[config.mk]
export PLATFORM = sky130hd
export DESIGN_NAME = uart_boot_loader
export DESIGN_NICKNAME = d
export VERILOG_FILES = /design/src/rtl/uart_boot_loader.sv
export SDC_FILE = /design/constraint.sdc
export NUM_CORES = 1
export LEC_CHECK = 0
export CAP_MARGIN = 10
export CORE_MARGIN = 1
export CORE_UTILIZATION = 35
export DETAILED_ROUTE_END_ITERATION = 16
export SLEW_MARGIN = 20
export SYNTH_ARGS = -nofsm -noshare
export SYNTH_HDL_FRONTEND = slang
export SYNTH_SLANG_ARGS = --single-unit
[constraint.sdc]
create_clock -name clk -period 7.2 [get_ports clk]
set_input_delay 1.8 -clock clk [delete_from_list [all_inputs] [get_ports clk]]
set_output_delay 1.8 -clock clk [all_outputs]
set_load 0.05 [all_outputs]
[src/rtl/uart_boot_loader.sv]
// uart_boot_loader: receives a program image over a UART (8N1, LSB first)
// and writes it word by word into the instruction ROM while holding the
// RISC-V core in reset. Image format: N (16-bit word count, low byte first),
// then 4*N payload bytes, each group of 4 forming one little-endian word.
//
// Optional feature: define LOADER_CHECKSUM_EN to append one checksum byte
// (XOR of all payload bytes) that must match before the core is released.
//
// Ports:
//   clk, rst      system clock, asynchronous active-high reset
//   uart_rxd      serial receive line, idle high
//   rom_w_en      ROM write strobe (one cycle per word)
//   rom_w_addr    ROM byte address of the word being written
//   rom_w_data    word being written
//   core_rst_o    holds the core in reset until the image is loaded
//   load_busy_o   load in progress (first byte seen, not yet complete)
//   load_done_o   sticky, image fully loaded
//   load_err_o    sticky, framing or checksum error
module uart_boot_loader #(
  parameter int unsigned CLK_FREQ = 50000000,
  parameter int unsigned BAUD     = 115200
) (
  input  logic        clk,
  input  logic        rst,
  input  logic        uart_rxd,
  output logic        rom_w_en,
  output logic [31:0] rom_w_addr,
  output logic [31:0] rom_w_data,
  output logic        core_rst_o,
  output logic        load_busy_o,
  output logic        load_done_o,
  output logic        load_err_o
);

  localparam int unsigned DIV   = CLK_FREQ / BAUD;
  localparam int unsigned FRAME = 10 * DIV;
  localparam int unsigned CNT_W = $clog2(FRAME + 1);

  localparam logic [CNT_W-1:0] HALF_LAST  = CNT_W'(DIV / 2 - 1);
  localparam logic [CNT_W-1:0] BIT_LAST   = CNT_W'(DIV - 1);
  localparam logic [CNT_W-1:0] FRAME_LAST = CNT_W'(FRAME - 1);

  typedef enum logic [1:0] {RX_IDLE, RX_START, RX_DATA, RX_STOP} rx_state_t;
  typedef enum logic [2:0] {LD_LEN0, LD_LEN1, LD_DATA, LD_CSUM, LD_DONE, LD_ERR} ld_state_t;

  logic             rx_meta;
  logic             rx_sync;
  logic             rx_last;
  logic             armed;
  logic [CNT_W-1:0] idle_cnt;

  rx_state_t        rx_state;
  logic [CNT_W-1:0] bit_cnt;
  logic [2:0]       bit_idx;
  logic [7:0]       rx_byte;
  logic             byte_valid;
  logic             frame_err;

  ld_state_t        ld_state;
  logic [15:0]      word_num;
  logic [15:0]      word_idx;
  logic [1:0]       byte_sel;
  logic [23:0]      word_buf;
`ifdef LOADER_CHECKSUM_EN
  logic [7:0]       csum;
`endif

  // Two-flop synchronizer plus one history flop for falling-edge detection
  always_ff @(posedge clk or posedge rst) begin
    if (rst) begin
      rx_meta <= 1'b1;
      rx_sync <= 1'b1;
      rx_last <= 1'b1;
    end else begin
      rx_meta <= uart_rxd;
      rx_sync <= rx_meta;
      rx_last <= rx_sync;
    end
  end

  // After reset the receiver stays disarmed until the line has been idle
  // for a full frame, so a byte already in flight cannot be mis-framed.
  always_ff @(posedge clk or posedge rst) begin
    if (rst) begin
      armed    <= 1'b0;
      idle_cnt <= '0;
    end else if (!armed) begin
      if (!rx_sync) begin
        idle_cnt <= '0;
      end else if (idle_cnt == FRAME_LAST) begin
        armed <= 1'b1;
      end else begin
        idle_cnt <= idle_cnt + CNT_W'(1);
      end
    end
  end

  // UART receive FSM; byte_valid / frame_err are one-cycle pulses
  always_ff @(posedge clk or posedge rst) begin
    if (rst) begin
      rx_state   <= RX_IDLE;
      bit_cnt    <= '0;
      bit_idx    <= '0;
      rx_byte    <= '0;
      byte_valid <= 1'b0;
      frame_err  <= 1'b0;
    end else begin
      byte_valid <= 1'b0;
      frame_err  <= 1'b0;
      case (rx_state)
        RX_IDLE: begin
          bit_cnt <= '0;
          bit_idx <= '0;
          if (armed && rx_last && !rx_sync) rx_state <= RX_START;
        end
        RX_START: begin
          if (bit_cnt == HALF_LAST) begin
            bit_cnt  <= '0;
            rx_state <= rx_sync ? RX_IDLE : RX_DATA;
          end else begin
            bit_cnt <= bit_cnt + CNT_W'(1);
          end
        end
        RX_DATA: begin
          if (bit_cnt == BIT_LAST) begin
            bit_cnt <= '0;
            rx_byte <= {rx_sync, rx_byte[7:1]};
            bit_idx <= bit_idx + 3'd1;
            if (bit_idx == 3'd7) rx_state <= RX_STOP;
          end else begin
            bit_cnt <= bit_cnt + CNT_W'(1);
          end
        end
        RX_STOP: begin
          if (bit_cnt == BIT_LAST) begin
            bit_cnt  <= '0;
            rx_state <= RX_IDLE;
            if (rx_sync) byte_valid <= 1'b1;
            else         frame_err  <= 1'b1;
          end else begin
            bit_cnt <= bit_cnt + CNT_W'(1);
          end
        end
        default: rx_state <= RX_IDLE;
      endcase
    end
  end

  // Loader FSM: length, payload words, optional checksum, then release core
  always_ff @(posedge clk or posedge rst) begin
    if (rst) begin
      ld_state    <= LD_LEN0;
      word_num    <= '0;
      word_idx    <= '0;
      byte_sel    <= '0;
      word_buf    <= '0;
      rom_w_en    <= 1'b0;
      rom_w_addr  <= '0;
      rom_w_data  <= '0;
      core_rst_o  <= 1'b1;
      load_busy_o <= 1'b0;
      load_done_o <= 1'b0;
      load_err_o  <= 1'b0;
`ifdef LOADER_CHECKSUM_EN
      csum        <= '0;
`endif
    end else begin
      rom_w_en   <= 1'b0;
      rom_w_addr <= '0;
      rom_w_data <= '0;
      // Framing errors abort any load still in progress
      if (frame_err && ld_state != LD_DONE && ld_state != LD_ERR) begin
        ld_state    <= LD_ERR;
        load_err_o  <= 1'b1;
        load_busy_o <= 1'b0;
      end else begin
        case (ld_state)
          LD_LEN0: begin
            if (byte_valid) begin
              word_num[7:0] <= rx_byte;
              load_busy_o   <= 1'b1;
              ld_state      <= LD_LEN1;
            end
          end
          LD_LEN1: begin
            if (byte_valid) begin
              word_num[15:8] <= rx_byte;
              word_idx       <= '0;
              byte_sel       <= '0;
              ld_state       <= ({rx_byte, word_num[7:0]} == 16'd0) ? LD_CSUM : LD_DATA;
            end
          end
          LD_DATA: begin
            if (byte_valid) begin
`ifdef LOADER_CHECKSUM_EN
              csum <= csum ^ rx_byte;
`endif
              byte_sel <= byte_sel + 2'd1;
              // Bytes shift in from the top so byte0 lands in bits 7:0
              word_buf <= {rx_byte, word_buf[23:8]};
              if (byte_sel == 2'd3) begin
                rom_w_en   <= 1'b1;
                rom_w_addr <= {14'd0, word_idx, 2'b00};
                rom_w_data <= {rx_byte, word_buf};
                if (word_idx == word_num - 16'd1) ld_state <= LD_CSUM;
                else                              word_idx <= word_idx + 16'd1;
              end
            end
          end
          LD_CSUM: begin
`ifdef LOADER_CHECKSUM_EN
            if (byte_valid) begin
              if (rx_byte == csum) begin
                ld_state    <= LD_DONE;
                core_rst_o  <= 1'b0;
                load_done_o <= 1'b1;
                load_busy_o <= 1'b0;
              end else begin
                ld_state    <= LD_ERR;
                load_err_o  <= 1'b1;
                load_busy_o <= 1'b0;
              end
            end
`else
            ld_state    <= LD_DONE;
            core_rst_o  <= 1'b0;
            load_done_o <= 1'b1;
            load_busy_o <= 1'b0;
`endif
          end
          LD_DONE: ;
          LD_ERR:  ;
          default: ld_state <= LD_ERR;
        endcase
      end
    end
  end

endmodule

==> impl_metrics.tcl, run 1 <==
set metrics [dict create \
    synth_edf_count 0 \
    cts_hold_buffers 0 \
    setup_ws_ns 3.645 \
    wl_per_cell_um 14.48 \
    top_layer_used "met4" \
    r2r_start "word_num[0]" \
    grt_max_degree 100 \
    post_cts_buffers 0 \
    maxSlewHeadroom_pct 32.21 \
    cts_root_buf "clkbuf_16" \
    hold_class "reg -> reg" \
    dieArea_um2 21050 \
    cts.clk_slew.worst_paths_ns 0.07 \
    wl_met3_um 710 \
    cp.required_ns 5.40 \
    yosys_warnings 0 \
    finalCritPeriodShare_pct 49.38 \
    slowest_stage "clkdlybuf4s50_1" \
    die-width_um 145.1 \
    slowest_delay_ns 0.79 \
    power_density_nw_per_um2 214.5 \
    gp_congestion 0.8100 \
    via_per_inst 5.042 \
    status "completed" \
    synthArstFlopShare_pct 100.0 \
    crit_start "core_rst_o" \
    leakage_nw 3.932 \
    drtAntennaViolNets 0 \
    initial_core_util_pct 36.22 \
    dr_wl_met2_um 6958 \
    rsz0062_at_grt "false" \
    rr_worst_depth 9 \
    first_pass_iters 4 \
    cts_buffer_depth 2 \
    synth_seq_cells 159 \
    start_kind "flip-flop" \
    crit_arrival_ns 1.76 \
    io_buffers 55 \
    final_nets 712 \
    cp_top_family "buffers and inverters" \
    ioPinCount 72 \
    final.min_clock_period_ns 3.555 \
    cp.depth 1 \
    fp.dieH_um 145.1 \
    synthCells 655 \
    antenna_found_initial 0 \
    finalSetupTns_ns 0 \
    first_iter_violations 266 \
    finalMaxSlewViolations 0 \
    worstPathCellList "clkdlybuf4s50_1" \
    post_cts_resized 0 \
    route.layer.met1.wl_um 6287 \
    stdcell_count 978 \
    tightest_slew_ns 1.014 \
    area_growth_syn_to_layout_pct 18.04 \
    min_path_cells 0 \
    critPathMaxFanout 2 \
    postSynthAreaPerCell_um2 10.94 \
    gr-total-overflow 0 \
    cp_num_buf_inv 1 \
    rows 51 \
    min_from "rx_meta" \
    dp_hpwl_um 9540 \
    synth_area_um2 7164 \
    drcViolationCount 0 \
    fmax_mhz 281.3 \
    clk_latency_ns 0.43 \
    tritoncts "built" \
    placedCellCount 946 \
    grtUsageTotal_pct 14.13 \
    core_area_um2 19780 \
    antennaDiodeCount 0 \
    post-place-ws_ns 3.422 \
    grt_pass1_vias 4873 \
    wirelength_um 14160 \
    yosysSeqAreaShare_pct 55.61 \
    h-tree-depth 4 \
    skew_ns 0.008481 \
    ir_drop_mv 0.1685 \
    cp-end-kind "output port" \
    hold_viol_final 0 \
    ys_types 62 \
    synth_top_flop_cell "dfrtp_1" \
    cts_buffers 17 \
    maxCapViolations 0 \
    num_vias 4931 \
    clock-sinks 159 \
    grt_pass1_wl_um 23940 \
    path_class "reg -> out" \
    layout-drive-gt1-share_pct 13.04 \
    setup_viol 0 \
]
[final timing paths]
path,endpoint,slack [ns]
max in group asynchronous,rom_w_addr[17],4.00
worst min register to register,rx_sync,0.36
worst min-delay path,rx_sync,0.36
min in group asynchronous,rom_w_en,1.94
worst max-delay path,core_rst_o,3.64
worst max register to register,word_idx[0],3.87
[state kept, by name, summed over array words and instances, names as in the netlist, 2 cells and up, named ones only]
signal	count
word_idx	16
rx_byte	8
rom_w_data	32
idle_cnt	13
bit_cnt	13
bit_idx	3
word_num	16
byte_sel	2
word_buf	24
rom_w_addr	16
ld_state	3
[layout make-up]
class	count	area [um^2]
Fill cell	1876	11320
Multi-Input combinational cell	452	2938
Sequential cell	159	3984
Clock inverter	14	151.4
Timing Repair Buffer	58	573.1
Clock buffer	18	429.2
Inverter	12	50.05
Tap cell	265	331.6
[cell families after synthesis]
family	Yosys count	share of synthesized area, %
AO/OA/AOI/OAI	77	6.776
multiplexers	45	7.021
buffers and inverters	59	4.331
adder cells (fa/ha/maj)	9	1.572
AND/OR/NAND/NOR	266	19.87
XOR/XNOR	39	4.768
flip-flops	159	55.61
other	1	0.05234
[worst reg2reg max path, stage by stage, from the launching register on]
cell	delay [ns]
dfrtp_1	0.49
inv_1	0.08
ha_1	0.31
or4b_1	0.49
a2111oi_0	0.48
o311ai_1	0.20
a211oi_1	0.30
and2_4	0.33
nand2b_1	0.19
mux2_2	0.35
[routing by layer]
layer,vias up,track usage [%]
li1,2339,-
met1,2445,17.60
met2,129,23.46
met3,18,3.302
met4,0,6.000
met5,-,0
[layout by cell type (no fill, tap or decap), drive strengths merged, types with 9 or more instances in the layout]
master and n:
clkbuf 18, mux2 42, nand4 13, ha 9, dfrtp 155, nand3 19, and2 50, conb 16
o21ai 22, inv 18, a21oi 26, nor2 47, clkdlybuf4s50 55, xor2 27, xnor2 12, nor4 9
nor3 10, nand2 63, or3 13
[through the flow]
step / instance area, um^2 / util, % / power, mW / hold slack, ns
after floorplan: 7221 / - / 0.9559 / 0.3452
after global placement: 7865 / 39.76 / 0.9563 / 0.3456
after detailed placement: 7873 / 39.80 / 0.9574 / 0.3515
after CTS: 8453 / 42.73 / 1.842 / 0.3607
after global routing: 8457 / 42.75 / 1.884 / 0.3631
final: 8457 / 42.75 / 1.814 / 0.3584
[report_power, final]
part           internal, mW  switching [mW]
combinational       0.00316          0.0377
clock                 0.489           0.386
sequential            0.896         0.00246
total                  1.39           0.426
[Yosys cell counts, types with 4 or more instances]
cell      number  area, um^2
o21ai_0       22       110.1
nor3_1         9       45.04
or3_1         13       81.33
ha_1           9       112.6
xor2_1        27       236.5
nand2_1       63       236.5
mux2_2        42       473.0
dfstp_2        4       105.1
or4_1          4       30.03
nor2b_1        5       31.28
nand3_1       19       95.09
clkbuf_1      21       78.83
and4_1         5       43.79
a21oi_1       26       130.1
xnor2_1       12       105.1
and3_1         7       43.79
a22o_1         4       35.03
nor2_1        47       176.4
nor3b_1        4       30.03
dfrtp_1      155        3879
nor4_1         9       56.30
buf_4         16       120.1
nand2b_1       5       31.28
and2_1        49       306.5
buf_2          4       20.02
inv_1         12       45.04
nand4_1       13       81.33
No activity file was read; power rests on OpenSTA's default activity.
==> run 2, diff against run 1 <==
==> constraint.sdc (replaced) <==
create_clock -name clk -period 3.71 [get_ports clk]
set_input_delay 0.9275 -clock clk [delete_from_list [all_inputs] [get_ports clk]]
set_output_delay 0.9275 -clock clk [all_outputs]
set_load 0.05 [all_outputs]
==> run 2 against run 1 <==
Effect of this change:
- count of clock-buffer cells in the layout is the same
- highest routed layer unchanged
- die area stayed put
- sequential cell count unchanged
- critical endpoint is now word_idx[1]
- first-iteration DRC count is 32% higher
- combinational power rose by 98%
- critical path depth grew 9
==> impl_metrics.tcl, run 2 (synthesized netlist as in run 1, its figures left out) <==
set metrics [dict create \
    ioPinCount 72 \
    rsz0062_at_grt "false" \
    wl_per_cell_um 14.38 \
    post_cts_resized 0 \
    area_growth_syn_to_layout_pct 18.35 \
    largest_reg_flops 32 \
    layout-drive-gt1-share_pct 13.15 \
    path_class "reg -> reg" \
    ir_drop_mv 0.3421 \
    rows 51 \
    cp.required_ns 4.02 \
    core_area_um2 19780 \
    dieArea_um2 21050 \
    final_cell_mix "dfrtp_1, nand2_1, clkdlybuf4s50_1" \
    cts_hold_buffers 0 \
    cts_buffers 17 \
    place_area_um2 7899 \
    regMostFlops "rom_w_data" \
    initial_core_util_pct 36.22 \
    maxSlewHeadroom_pct 30.19 \
    skew_ns 0.008590 \
    cts_buffer_depth 2 \
    hold_viol_final 0 \
    drtAntennaViolNets 0 \
    tightest_slew_ns 1.045 \
    dp_hpwl_um 9337 \
    finalSetupTns_ns 0 \
    final_nets 715 \
    post-place-ws_ns 0.4374 \
    seqCellArea_um2 3984 \
    leakage_nw 3.940 \
    first_iter_violations 350 \
    cp-end-kind "flip-flop" \
    finalMaxSlewViolations 0 \
    grt_pass1_wl_um 23830 \
    fmax_mhz 301.7 \
    setup_viol 0 \
    p_total_mw 3.542 \
    final.min_clock_period_ns 3.314 \
    finalCritPeriodShare_pct 89.33 \
    fp.dieH_um 145.1 \
    gr-total-overflow 0 \
    cts_root_buf "clkbuf_16" \
    critPathMaxFanout 27 \
    io_buffers 55 \
    h-tree-depth 4 \
    layout_commonest_cell "dfrtp_1" \
    die-width_um 145.1 \
    grtUsageTotal_pct 14.11 \
    wirelength_um 14090 \
    crit_arrival_ns 3.63 \
    status "completed" \
    clk_latency_ns 0.43 \
    clock-sinks 159 \
    hold_class "reg -> reg" \
    multi_input_area_um2 2927 \
    power_density_nw_per_um2 417.7 \
    tritoncts "built" \
    cts.clk_slew.worst_paths_ns 0.07 \
    n_fill_cell 1888 \
    reg_top3 "rom_w_data x32, word_buf x24" \
    grt_pass1_vias 4713 \
    final_area_um2 8479 \
    drcViolationCount 0 \
    gp_congestion 0.7926 \
    post_cts_buffers 0 \
    antenna_found_initial 0 \
    num_vias 4786 \
    first_pass_iters 4 \
    maxCapViolations 0 \
    via_per_inst 4.884 \
    grt_max_degree 160 \
    start_kind "flip-flop" \
    setup_ws_ns 0.3958 \
    antennaDiodeCount 0 \
]
==> run 2: changes by cell type in the layout (fill, tap and decap cells not counted), sizes merged <==
cell,delta
buf,+3
clkinvlp,+1
inv,+2
clkinv,-4
==> run 2: final cells by class <==
type / instances / share of cell area (%)
Clock buffer: 18 / 5.179
Multi-Input combinational cell: 452 / 34.51
Sequential cell: 159 / 46.98
Inverter: 12 / 0.5755
Timing Repair Buffer: 61 / 7.171
Tap cell: 265 / 3.910
Clock inverter: 13 / 1.667
==> run 2: worst paths after layout <==
check / from / to / slack [ns] / cells after the start
max: word_num[0] / word_idx[1] / 0.40 / 10
min: rx_meta / rx_sync / 0.36 / 0
max reg2reg: word_num[0] / word_idx[1] / 0.40 / 10
min reg2reg: rx_meta / rx_sync / 0.36 / 0
max in group asynchronous: rst / word_idx[0] / 2.01 / 3
min in group asynchronous: rst / rom_w_data[30] / 1.09 / 3
==> run 2: worst max-delay path, cell delays in order, from the launching register on <==
cell and delay [ns]:
dfrtp_1 0.47, inv_1 0.09, ha_1 0.33, nor3b_1 0.57, and4_1 0.35, and4b_1 0.20, a211oi_1 0.06, a211oi_1 0.27
and2_4 0.34, nand2b_1 0.18, mux2_2 0.34
==> run 2: per-stage QoR <==
stage	hold slack, ns	instances	util [%]
after floorplan	0.3452	670	-
after global placement	0.3474	949	39.93
after detailed placement	0.3472	949	39.93
after CTS	0.3573	980	42.87
after global routing	0.3636	980	42.87
final	0.3579	980	42.87
==> run 2: power breakdown <==
group          internal, mW  switching [mW]
clock                 0.965           0.752
sequential             1.74         0.00481
combinational       0.00758          0.0732
total                  2.71           0.830
==> run 2: layer usage <==
layer  vias up  part of all wire (%)  GRT usage [%]
met4         0                   1.3          4.684
met3        15                   3.4          3.679
li1       2335                     -              -
met2        79                    47          22.38
met1      2357                    48          18.74
met5         -                     0              0
